===== config.mk =====
export PLATFORM = sky130hd
export DESIGN_NAME = div_dispatch
export DESIGN_NICKNAME = d
export VERILOG_FILES = /design/src/rtl/alu_div_pkg.sv /design/src/rtl/div_watchdog.sv /design/src/rtl/div_dispatch.sv
export SDC_FILE = /design/constraint.sdc
export NUM_CORES = 1
export LEC_CHECK = 0
export ABC_AREA = 1
export CORE_UTILIZATION = 45
export CTS_CLUSTER_SIZE = 16
export DETAILED_ROUTE_END_ITERATION = 16
export PLACE_DENSITY = 0.79
export SYNTH_ARGS = -nofsm -noshare
export SYNTH_HDL_FRONTEND = slang
export SYNTH_HIERARCHICAL = 1
export SYNTH_SLANG_ARGS = --single-unit

===== constraint.sdc =====
create_clock -name clk -period 2 [get_ports clk]
set_input_delay 0.5 -clock clk [delete_from_list [all_inputs] [get_ports clk]]
set_output_delay 0.5 -clock clk [all_outputs]
set_load 0.02 [all_outputs]

===== src/rtl/alu_div_pkg.sv =====
// Shared types and constants for the divider dispatch front-end.
// Holds the FSM state encoding, the response status codes and the signed minimum operand.
package alu_div_pkg;

  localparam int DIV_WIDTH = 32;

  // Most negative signed operand; MIN / -1 overflows the quotient.
  localparam logic [DIV_WIDTH-1:0] MIN = {1'b1, {(DIV_WIDTH-1){1'b0}}};

  typedef enum logic [1:0] {
    ST_IDLE  = 2'd0,
    ST_ISSUE = 2'd1,
    ST_WAIT  = 2'd2,
    ST_RESP  = 2'd3
  } div_state_e;

  typedef enum logic [1:0] {
    STAT_OK      = 2'd0,
    STAT_DBZ     = 2'd1,
    STAT_OVF     = 2'd2,
    STAT_TIMEOUT = 2'd3
  } div_status_e;

endpackage


===== src/rtl/div_watchdog.sv =====
// Clearable up-counter that stops at TIMEOUT and flags the terminal count.
// Guards the dispatcher against a divider that never returns its finish pulse.
module div_watchdog #(
  parameter int TIMEOUT = 255
) (
  input  logic clk,
  input  logic rst,
  input  logic clr,
  input  logic en,
  output logic expired
);

  localparam int CNT_W = $clog2(TIMEOUT + 1);
  localparam logic [CNT_W-1:0] LIMIT = CNT_W'(TIMEOUT);

  logic [CNT_W-1:0] count;

  // Saturates at the limit so a stale expiry can never wrap back to zero.
  always_ff @(posedge clk) begin
    if (rst || clr) begin
      count <= '0;
    end else if (en && !expired) begin
      count <= count + CNT_W'(1);
    end
  end

  assign expired = (count == LIMIT);

endmodule


===== src/rtl/div_dispatch.sv =====
// Request/response front-end for the signed sequential divider: screens DBZ/OVF,
// issues the operands, waits for the finish pulse under a watchdog and returns the result.
module div_dispatch
  import alu_div_pkg::*;
#(
  parameter int WIDTH   = 32,
  parameter int TAG_W   = 4,
  parameter int TIMEOUT = 255
) (
  input  logic             clk,
  input  logic             rst,
  input  logic             req_valid,
  output logic             req_ready,
  input  logic [TAG_W-1:0] req_tag,
  input  logic [WIDTH-1:0] req_a,
  input  logic [WIDTH-1:0] req_b,
  output logic             rsp_valid,
  input  logic             rsp_ready,
  output logic [TAG_W-1:0] rsp_tag,
  output logic [WIDTH-1:0] rsp_quo,
  output logic [WIDTH-1:0] rsp_rem,
  output logic [1:0]       rsp_status,
  output logic             div_bgn,
  output logic [WIDTH-1:0] div_opa,
  output logic [WIDTH-1:0] div_opb,
  input  logic             div_fin,
  input  logic [WIDTH-1:0] div_quo,
  input  logic [WIDTH-1:0] div_rem,
  output logic             div_hung,
  output div_state_e       dbg_state
);

  localparam logic [WIDTH-1:0] OP_MIN = {1'b1, {(WIDTH-1){1'b0}}};

  // Handshakes: a transfer happens on a rising clk edge where valid and ready are
  // both high; valid never waits on ready, and once raised rsp_valid and all rsp_*
  // stay put until the transfer completes. req_ready is high only in IDLE.

  div_state_e       state_q, state_d;
  logic             hs;
  logic             wd_clr, wd_en, wd_tc;
  logic             load_rsp, set_hung;
  logic [WIDTH-1:0] quo_d, rem_d;
  div_status_e      status_d;

  assign hs     = req_valid & req_ready;
  assign wd_clr = (state_q == ST_ISSUE);
  assign wd_en  = (state_q == ST_WAIT);

  div_watchdog #(
    .TIMEOUT(TIMEOUT)
  ) u_watchdog (
    .clk    (clk),
    .rst    (rst),
    .clr    (wd_clr),
    .en     (wd_en),
    .expired(wd_tc)
  );

  always_comb begin
    state_d  = state_q;
    load_rsp = 1'b0;
    set_hung = 1'b0;
    quo_d    = '0;
    rem_d    = '0;
    status_d = STAT_OK;
    case (state_q)
      ST_IDLE: begin
        if (hs) begin
          if (req_b == '0) begin
            load_rsp = 1'b1;
            quo_d    = '1;
            rem_d    = req_a;
            status_d = STAT_DBZ;
            state_d  = ST_RESP;
          end else if (req_a == OP_MIN && req_b == '1) begin
            load_rsp = 1'b1;
            quo_d    = OP_MIN;
            status_d = STAT_OVF;
            state_d  = ST_RESP;
          end else if (div_hung) begin
            // A hung divider is never handed new work until rst.
            load_rsp = 1'b1;
            status_d = STAT_TIMEOUT;
            state_d  = ST_RESP;
          end else begin
            state_d = ST_ISSUE;
          end
        end
      end
      ST_ISSUE: state_d = ST_WAIT;
      ST_WAIT: begin
        if (div_fin) begin
          load_rsp = 1'b1;
          quo_d    = div_quo;
          rem_d    = div_opa[WIDTH-1] ? -div_rem : div_rem;
          status_d = STAT_OK;
          state_d  = ST_RESP;
        end else if (wd_tc) begin
          load_rsp = 1'b1;
          set_hung = 1'b1;
          status_d = STAT_TIMEOUT;
          state_d  = ST_RESP;
        end
      end
      ST_RESP: begin
        if (rsp_ready) state_d = ST_IDLE;
      end
      default: state_d = ST_IDLE;
    endcase
  end

  always_ff @(posedge clk) begin
    if (rst) begin
      state_q    <= ST_IDLE;
      req_ready  <= 1'b1;
      rsp_valid  <= 1'b0;
      rsp_tag    <= '0;
      rsp_quo    <= '0;
      rsp_rem    <= '0;
      rsp_status <= '0;
      div_bgn    <= 1'b0;
      div_opa    <= '0;
      div_opb    <= '0;
      div_hung   <= 1'b0;
    end else begin
      state_q   <= state_d;
      req_ready <= (state_d == ST_IDLE);
      rsp_valid <= (state_d == ST_RESP);
      div_bgn   <= (state_d == ST_ISSUE);
      if (hs) begin
        rsp_tag <= req_tag;
        div_opa <= req_a;
        div_opb <= req_b;
      end
      if (load_rsp) begin
        rsp_quo    <= quo_d;
        rsp_rem    <= rem_d;
        rsp_status <= status_d;
      end
      if (set_hung) div_hung <= 1'b1;
    end
  end

  assign dbg_state = state_q;

endmodule

; ---- After elaboration in Yosys (flattened, before gate mapping)
; Index checks and enable logic that the tools add are counted.
[word_totals]
reg_bits = 148
latch_bits = 0
ram_bits = 0
mem_bits_ro = 0
input_bits = 137
out_inout_bits = 140
elab_cells = 64
n_memories = 0
[op_classes]
add_sub_neg = 2
n_mul = 0
div = 0
order_cmp = 0
eq_ne = 8
shifts = 0
muxes = 34
bitwise_logic = 1
n_reduce_logical = 7
[op_table]
columns = op, count
row1 = 32-bit 2-to-1 mux, 8
row2 = 32-bit one-hot mux with 2 select lines, 2
row3 = "32-bit == test, second input constant", 2
row4 = 32-bit logical NOT, 1
row5 = 32-bit negator, 1
row6 = 2-bit 2-to-1 mux, 13
row7 = "8-bit by 1-bit adder with 8-bit output, second input constant", 1
row8 = "8-bit == test, second input constant", 1
row9 = 1-bit 2-to-1 mux, 8
row10 = 2-bit one-hot mux with 4 select lines, 1
row11 = "2-bit == test, second input constant", 3
row12 = "2-bit by 1-bit == test with 1-bit output, second input constant", 2
row13 = 2-bit logical NOT, 2
row14 = 2-bit one-hot mux with 2 select lines, 1
row15 = 1-bit logical AND, 2
row16 = 1-bit one-hot mux with 2 select lines, 1
row17 = 1-bit bitwise AND, 1
row18 = 1-bit logical NOT, 1
row19 = 1-bit logical OR, 1

; ---- Longest topological paths before layout
; Gate-level depths: netlist of the first run.
[logic_depth]
word_depth = 7
mapped_depth = 13
depth_no_buf = 12

; ---- Cells and area by module
; The synthesis of the first run kept the hierarchy.
[modules_own_cells]
columns = module, n_inst, cells_each, area_each_um2, seq_area_each_um2
row1 = div_dispatch, 1, 1151, 6971.7, 2802.7
row2 = div_watchdog, 1, 72, 456.7, 160.2

; ---- Worst setup path after synthesis of the first run
; No wires, ideal clock.
[synth_timing]
kind = input to register
from = in req_valid
to = reg rsp_quo[27]
t_arrival_ps = 1649
required_ps = 1872
path_slack_ps = 223
path_stages = 9
path_cell_list = nand2_1 > nor3_2 > nand3_1 > nand4_2 > buf_6 > buf_6 > nor2_1 > nor2_1 > nor2_1
[synth_between]
elab_chain_cells = 3
word_cells_on_any_way = 5
cone_classes = 4 x mux / 1 x bitwise
[synth_rtl]
columns = item, line_no
row1 = from (decl), div_dispatch.sv:12  ; input logic req_valid,
row2 = 1-bit bitwise AND *, div_dispatch.sv:46  ; assign hs = req_valid & req_ready;
row3 = 32-bit 2-to-1 mux / 1-bit 2-to-1 mux (equally long branches), div_dispatch.sv:69  ; if (hs) begin
row4 = 32-bit one-hot mux with 2 select lines / 1-bit one-hot mux with 2 select lines (equally long branches), div_dispatch.sv:67  ; case (state_q)
row5 = to (signal assigned), div_dispatch.sv:137  ; rsp_quo <= quo_d;
row6 = to (decl), div_dispatch.sv:20  ; output logic [WIDTH-1:0] rsp_quo,
; Mark *: on every way between the ends. The rest lies on a longest branch, timed or not.
; A chain may end at the register's enable or synchronous reset.

; ---- Worst setup path after layout of the first run
[layout_timing]
from = in req_a[11]
to = reg rsp_quo[14]
[layout_between]
elab_chain_cells = 6
[layout_rtl]
columns = item, line_no
row1 = from (decl), div_dispatch.sv:15  ; input logic [WIDTH-1:0] req_a,
row2 = 32-bit == test, div_dispatch.sv:76  ; end else if (req_a == OP_MIN && req_b == '1) begin
row3 = 1-bit logical AND, div_dispatch.sv:76
row4 = 1-bit 2-to-1 mux, div_dispatch.sv:76
row5 = 1-bit 2-to-1 mux, div_dispatch.sv:70  ; if (req_b == '0) begin
row6 = 1-bit 2-to-1 mux, div_dispatch.sv:69
row7 = 1-bit one-hot mux with 2 select lines, div_dispatch.sv:67
; Every way passes these cells.

==> summary.md, run 1 <==
| Metric | Value |
|---|---|
| Die width | 130 um |
| Setup Skew | around 0.0075 ns |
| Final hold violation count | 0 |
| Fin crit share | 1.00 |
| DIE HEIGHT | about 130 um |
| Tot GR Track Use | 0.299 |
| DP Wirelength | 19.3 mm |
| Sequential share of the synthesized area | 0.399 |
| EDFF count, synth | 0 |
| Syn Area/Cell | 6.07 um^2 |
| TritonCTS clock tree | yes |
| Area share of the largest cell type after synthesis | 0.399 |
| Multi-input logic area | 3860 um^2 |
| Largest net degree at the start of global routing | 67 |
| DR pass1 iterations | 5 |
| Critical path capture point type | register |
| Sequential Area | 2960 um^2 |
| CTS H-tree lvls | 4 |
| Hold buffers post-CTS | 0 |
| CP Max Fanout | 8 |
| IO buf count | 276 |
| Initial antenna violation count | 0 |
| Min-Delay Path Class | input port to register |
| Vias | ~9,000 |
| VDD IR max | 0.000644 V |
| Final setup fails | 0 |
| Vias in the first global route | 8,246 |
| Total power | 0.0103 W |
| Clock Latency Late Sink | between 0.4 and 0.5 ns |
| Slew margin rel. | 0.651 |
| Syn Nets | 1,362 |
| Status | complete, no violations |
| Iter 0 DRT Violations | 586 |
| Most frequent cells in the layout | 413 x nor2_1, 227 x clkdlybuf4s50_1, 208 x nand2_1 |
| Top post-synthesis cells by area | dfxtp_1 40%, nor2_1 22%, nand2_1 11% |
| Final #Nets | ~1,700 |
| Design Area, Final | approximately 12,000 um^2 |
| Placed inst area | 11,100 um^2 |
| Die area | 17,000 um^2 |
| Ant diodes | 0 |
| Cell Rows | between 40 and 50 |
| Leak Pwr | 5.63 nW |
| FFs w/ async S/R, synth | 0 |
| Share of layout cells above drive strength 1 | 0.124 |
| Top_reg_cell synth | dfxtp_1 |
| Worst Tran Pin Value | 0.521 ns |
| DRT antenna net count | 0 |
| Post-Syn Area | 7430 um^2 |
| Syn Inst Count | 1,223 |
| Worst-path clk slew | 0.06 ns |
| Pwr/cell area | about 850 nW/um^2 |
| DRC Markers | 0 |
| Area Overhead vs Synth | 63.4% |
| Kind of critical path | input port to register |
| First-pass GRT wire length | between 30 and 40 mm |
| Max-slew violations | 0 |
| Fmax | 0.500 GHz |
| CTS Root Cell | clkbuf_16 |
| Cell taking the most area after synthesis | dfxtp_1 |
| Minimum clock period | between 1.5 and 2 ns |
| Count of max-cap constraint violations | 0 |
| Clk sink count | 148 |
| WP data required | 2.30 ns |
| Clock tree buffer depth | 2 |
| Initial cell density of the core | 0.464 |
| Final GP Congestion | between 0.9 and 1 |
| Commonest non-fill, non-tap cell in the layout | nor2_1 |
| Io pins | 277 |
| Final core occ | 0.759 |
| Drt wl/cell | roughly 15 um |
| CP Launch Type | input port |
| Flops & latches, synth | around 150 |
| Critical Path AT | around 2.3 ns |
| Cts bufs inserted | 17 |
| Fill cells | 1,276 |
| WL final | approximately 27 mm |
| Yosys warning count | 6 |
| GR Overflow Total | 0 |
| Avg Vias per Cell | around 5 |
| Core area | 16,000 um^2 |
| Library cells used by synthesis | 27 |
final timing paths:
path                            depth (start not counted)                        startpoint                         end  slack, ns
worst min-delay path                                    2                               rst  rsp_status[1]$_SDFFE_PP0P_       0.37
worst max-delay path                                   13                         req_a[11]    rsp_quo[14]$_SDFFE_PP0P_     0.0004
worst max register to register                         13  u_watchdog/count[0]$_SDFFE_PP0P_    rsp_quo[14]$_SDFFE_PP0P_       0.12
worst min register to register                          2             div_hung$_SDFFE_PP0P_       div_hung$_SDFFE_PP0P_       0.48
registers in the layout, indices dropped and copies added (netlist names):
name and flops:
div_opa 32, div_opb 32, rsp_quo 32, div_bgn 1, rsp_valid 1, req_ready 1, div_hung 1, dbg_state 2
u_watchdog/count 8, rsp_tag 4, rsp_rem 32, rsp_status 2
synth_stat cells, types with 2 or more instances:
master	number
nand2_2	2
buf_6	5
clkbuf_1	34
inv_1	126
ha_1	2
buf_1	7
o21ai_0	83
nor2_1	429
nor3_1	7
nand4_1	14
nand3_1	80
inv_2	5
and2_1	3
o21ai_1	14
nand2_1	218
a21oi_1	25
dfxtp_1	148
buf_4	2
buf_2	8
nand3b_1	3
nor2_2	2
critical path: stages:
cell             delay [ns]
clkdlybuf4s50_1        0.42
nor2_1                 0.11
nand2_1                0.07
nor2_2                 0.17
nand2_2                0.10
nor2_4                 0.14
nand3_2                0.11
nand4_4                0.13
buf_12                 0.16
buf_12                 0.13
nor2_1                 0.06
nor2_1                 0.13
nor2_1                 0.06
cell families after synthesis:
family / Yosys count / synth area share
adder cells (fa/ha/maj): 2 / 0.00337
AO/OA/AOI/OAI: 123 / 0.0830
buffers and inverters: 188 / 0.102
flip-flops: 148 / 0.399
AND/OR/NAND/NOR: 762 / 0.412
final cells by class:
class,count,area share
clock buffer,17,0.0350
timing repair buffer,393,0.326
multi-input combinational,887,0.318
tap,216,0.0223
clock inverter,15,0.0136
inverter,132,0.0411
sequential,148,0.244
repair_timing:
action	4_1_cts	5_1_grt
pin swaps	2	37
setup endpoints to repair	65	66
buffers inserted	1	6
gates cloned	1	3
resized for setup	14	77
per-layer routing:
| layer | part of all wire | wire, um | track usage | vias up |
|---|---|---|---|---|
| li1 | - | - | - | 4485 |
| met1 | 0.39 | 10600 | 0.336 | 4101 |
| met2 | 0.49 | 13200 | 0.533 | 358 |
| met3 | 0.076 | 2050 | 0.0668 | 67 |
| met4 | 0.036 | 969 | 0.145 | 0 |
| met5 | 0 | 0 | 0 | - |
metrics by stage:
| stage | setup WS [ns] | hold WS [ns] | setup TNS (ns) | std cells |
|---|---|---|---|---|
| 2_1_floorplan | 0.223 | 0.478 | 0 | 1223 |
| 3_3_place_gp | -0.443 | 0.461 | -29.10 | 1765 |
| 3_5_place_dp | -0.562 | 0.462 | -34.90 | 1765 |
| 4_1_cts | 0.0126 | 0.361 | 0 | 1799 |
| 5_1_grt | -0.0518 | 0.374 | -0.294 | 1808 |
| 6_report | 0.000418 | 0.368 | 0 | 1808 |
report_power, final:
part           total [W]  switching (W)  internal (W)
registers        0.00357       0.000234       0.00334
clock network    0.00320        0.00142       0.00177
logic            0.00355        0.00196       0.00158
Note: power is estimated with default switching activity, not from simulation.
==> run 2, diff against run 1 <==
--- a/config.mk
+++ b/config.mk
@@ -6,6 +6,7 @@
 export NUM_CORES = 1
 export LEC_CHECK = 0
 export ABC_AREA = 1
+export CORE_MARGIN = 2
 export CORE_UTILIZATION = 45
 export CTS_CLUSTER_SIZE = 16
 export DETAILED_ROUTE_END_ITERATION = 16
==> summary.md, run 2 (synthesis results as in run 1) <==
| Metric | Value |
|---|---|
| Total power | 0.0103 W (+0.30%) |
| Crit. Startpoint | req_a[23] |
| Setup crit end | rsp_rem[12]$_SDFFE_PP0P_ |
| Most frequent cells in the layout | 414 x nor2_1, 240 x clkdlybuf4s50_1, 209 x nand2_1 |
| Io pins | 277 (unchanged) |
| Critical path capture point type | register |
| DRC Markers | 0 (unchanged) |
| Hold WS | 0.408 ns (+0.0400 ns) |
| Worst Tran Pin Value | 0.477 ns (-0.0442 ns) |
| Slew margin rel. | 0.682 (+0.0308) |
| DRT antenna net count | 0 (unchanged) |
| CP Max Fanout | 8 (unchanged) |
| WL final | 27.8 mm (+3.6%) |
| Reg2reg path depth | 13 (unchanged) |
| Cts bufs inserted | 17 (unchanged) |
| TritonCTS clock tree | yes |
| Largest net degree at the start of global routing | 48 (-28%) |
| WP data required | 2.30 ns (about the same) |
| Tot GR Track Use | 0.294 (-0.00489) |
| DIE HEIGHT | 132 um (+1.5%) |
| Min-Delay Path Class | input port to register |
| Kind of critical path | input port to register |
| DP Worst Slack | -0.562 ns (-0.00000100 ns) |
| Share of layout cells above drive strength 1 | 0.129 (+0.00498) |
| Iter 0 DRT Violations | 595 (+1.5%) |
| Drt wl/cell | 15.3 um (+2.7%) |
| Area Overhead vs Synth | 64.3% |
| Worst-path clk slew | 0.06 ns (about the same) |
| Critical Path AT | 2.29 ns (about the same) |
| Reg2reg setup slack | 0.09 ns (-0.03 ns) |
| Clock Latency Late Sink | 0.43 ns (about the same) |
| Initial antenna violation count | 0 (unchanged) |
| Die area | 17,600 um^2 (+3.1%) |
| Setup Skew | 0.0112 ns (+0.00368 ns) |
| Final #Nets | 1,734 (+0.93%) |
| Minimum clock period | 2.00 ns (-0.00244 ns) |
| Final setup fails | 0 (unchanged) |
| Fin crit share | 0.999 (-0.00122) |
| DR pass1 iterations | 7 (+2) |
| Avg Vias per Cell | 5.01 (+0.59%) |
| Vias | 9,144 (+1.5%) |
| Max-slew violations | 0 (unchanged) |
| Vias in the first global route | 8,305 (+0.72%) |
| Die width | 132 um (+1.5%) |
| Final GP Congestion | 0.903 (-2.5%) |
| Ant diodes | 0 (unchanged) |
| Pwr/cell area | 848 nW/um^2 (-0.25%) |
| DP Wirelength | 19.7 mm (+2.0%) |
| Clk sink count | 148 (unchanged) |
| Leak Pwr | 5.61 nW (-0.43%) |
| Cell Rows | 46 (unchanged) |
| Status | complete, no violations |
| Fmax | 0.501 GHz (+0.12%) |
| R2R Path End | rsp_rem[12]$_SDFFE_PP0P_ |
| Core area | 16,000 um^2 (unchanged) |
| CTS Root Cell | clkbuf_16 |
| Placed inst area | 11,200 um^2 (+0.74%) |
| VDD IR max | 0.000697 V (+8.2%) |
| Count of max-cap constraint violations | 0 (unchanged) |
| Worst R2R Start | u_watchdog/count[0]$_SDFFE_PP0P_ |
| Hold buffers post-CTS | 0 (unchanged) |
| Initial cell density of the core | 0.464 (unchanged) |
| Final hold violation count | 0 (unchanged) |
| Design Area, Final | 12,200 um^2 (+0.55%) |
| GR Overflow Total | 0 (unchanged) |
| Commonest non-fill, non-tap cell in the layout | nor2_1 |
| IO buf count | 276 (unchanged) |
| CTS H-tree lvls | 4 (unchanged) |
| First-pass GRT wire length | 41.2 mm (+4.5%) |
| Clock tree buffer depth | 2 (unchanged) |
| Worst setup margin | 0.00286 ns (+0.00244 ns) |
| CP Launch Type | input port |
## run 2: cell types whose count changed in the layout (fill, tap and decap cells not counted), moves of 4 or more
cell	delta
nor2_2	+4
nor2_4	-5
clkinv_2	+4
buf_4	+10
dlymetal6s2s_1	-12
clkdlybuf4s50_1	+13
## run 2: cell type report
class	count	area [um^2]
Fill cell	1244	3790
Sequential cell	148	2960
Inverter	132	495
Clock inverter	12	105
Clock buffer	20	457
Timing Repair Buffer	408	4070
Multi-Input combinational cell	888	3850
Tap cell	216	270
## run 2: worst max-delay path, cell delays in order
cell             delay [ns]
clkdlybuf4s50_1        0.44
nor2_1                 0.11
nand2_1                0.07
nor2_2                 0.16
nand2_2                0.10
nor2_4                 0.13
nand3_4                0.11
nand4_4                0.13
buf_12                 0.17
clkbuf_16              0.16
nor2_1                 0.04
nor2_1                 0.11
nor2_1                 0.06
## run 2: worst min path at each step
stage | start | to | cells past startpoint
finish | req_b[24] | div_opb[24]$_SDFFE_PP0P_ | 3
global route | rst | rsp_quo[3]$_SDFFE_PP0P_ | 2
CTS | rst | rsp_quo[2]$_SDFFE_PP0P_ | 2
detailed placement | div_hung$_SDFFE_PP0P_ | div_hung$_SDFFE_PP0P_ | 2
global placement | div_hung$_SDFFE_PP0P_ | div_hung$_SDFFE_PP0P_ | 2
floorplan | u_watchdog/count[1]$_SDFFE_PP0P_ | u_watchdog/count[1]$_SDFFE_PP0P_ | 2
## run 2: timing repair
action                                  CTS  global route
gates cloned                              0            10
gates resized for setup                   8            60
pin swaps                                 0            19
endpoints found under the setup margin   70            68
buffers inserted                          0             6
## run 2: power by group
| group | total [W] | internal [W] | leakage [nW] | switching, W |
|---|---|---|---|---|
| Clock | 0.00308 | 0.00177 | 0.265 | 0.00130 |
| Combinational | 0.00370 | 0.00168 | 4.13 | 0.00202 |
| Sequential | 0.00357 | 0.00334 | 1.21 | 0.000229 |
## run 2: routing by layer
layer / wire length (um) / share of wire / track usage / vias to the layer above
met1: 10800 / 0.39 / 0.351 / 4158
met4: 1080 / 0.039 / 0.137 / 0
met5: 0 / 0 / 0 / -
met3: 2190 / 0.079 / 0.0602 / 76
li1: - / - / - / 4522
met2: 13700 / 0.49 / 0.507 / 388
## run 2: per-stage QoR
stage | util | instances | TNS, ns
final | 0.763 | 1824 | 0
after global routing | 0.763 | 1824 | -0.329
after CTS | 0.736 | 1808 | 0
after detailed placement | 0.700 | 1776 | -36.89
after global placement | 0.700 | 1776 | -34.93
after floorplan | - | 1223 | 0
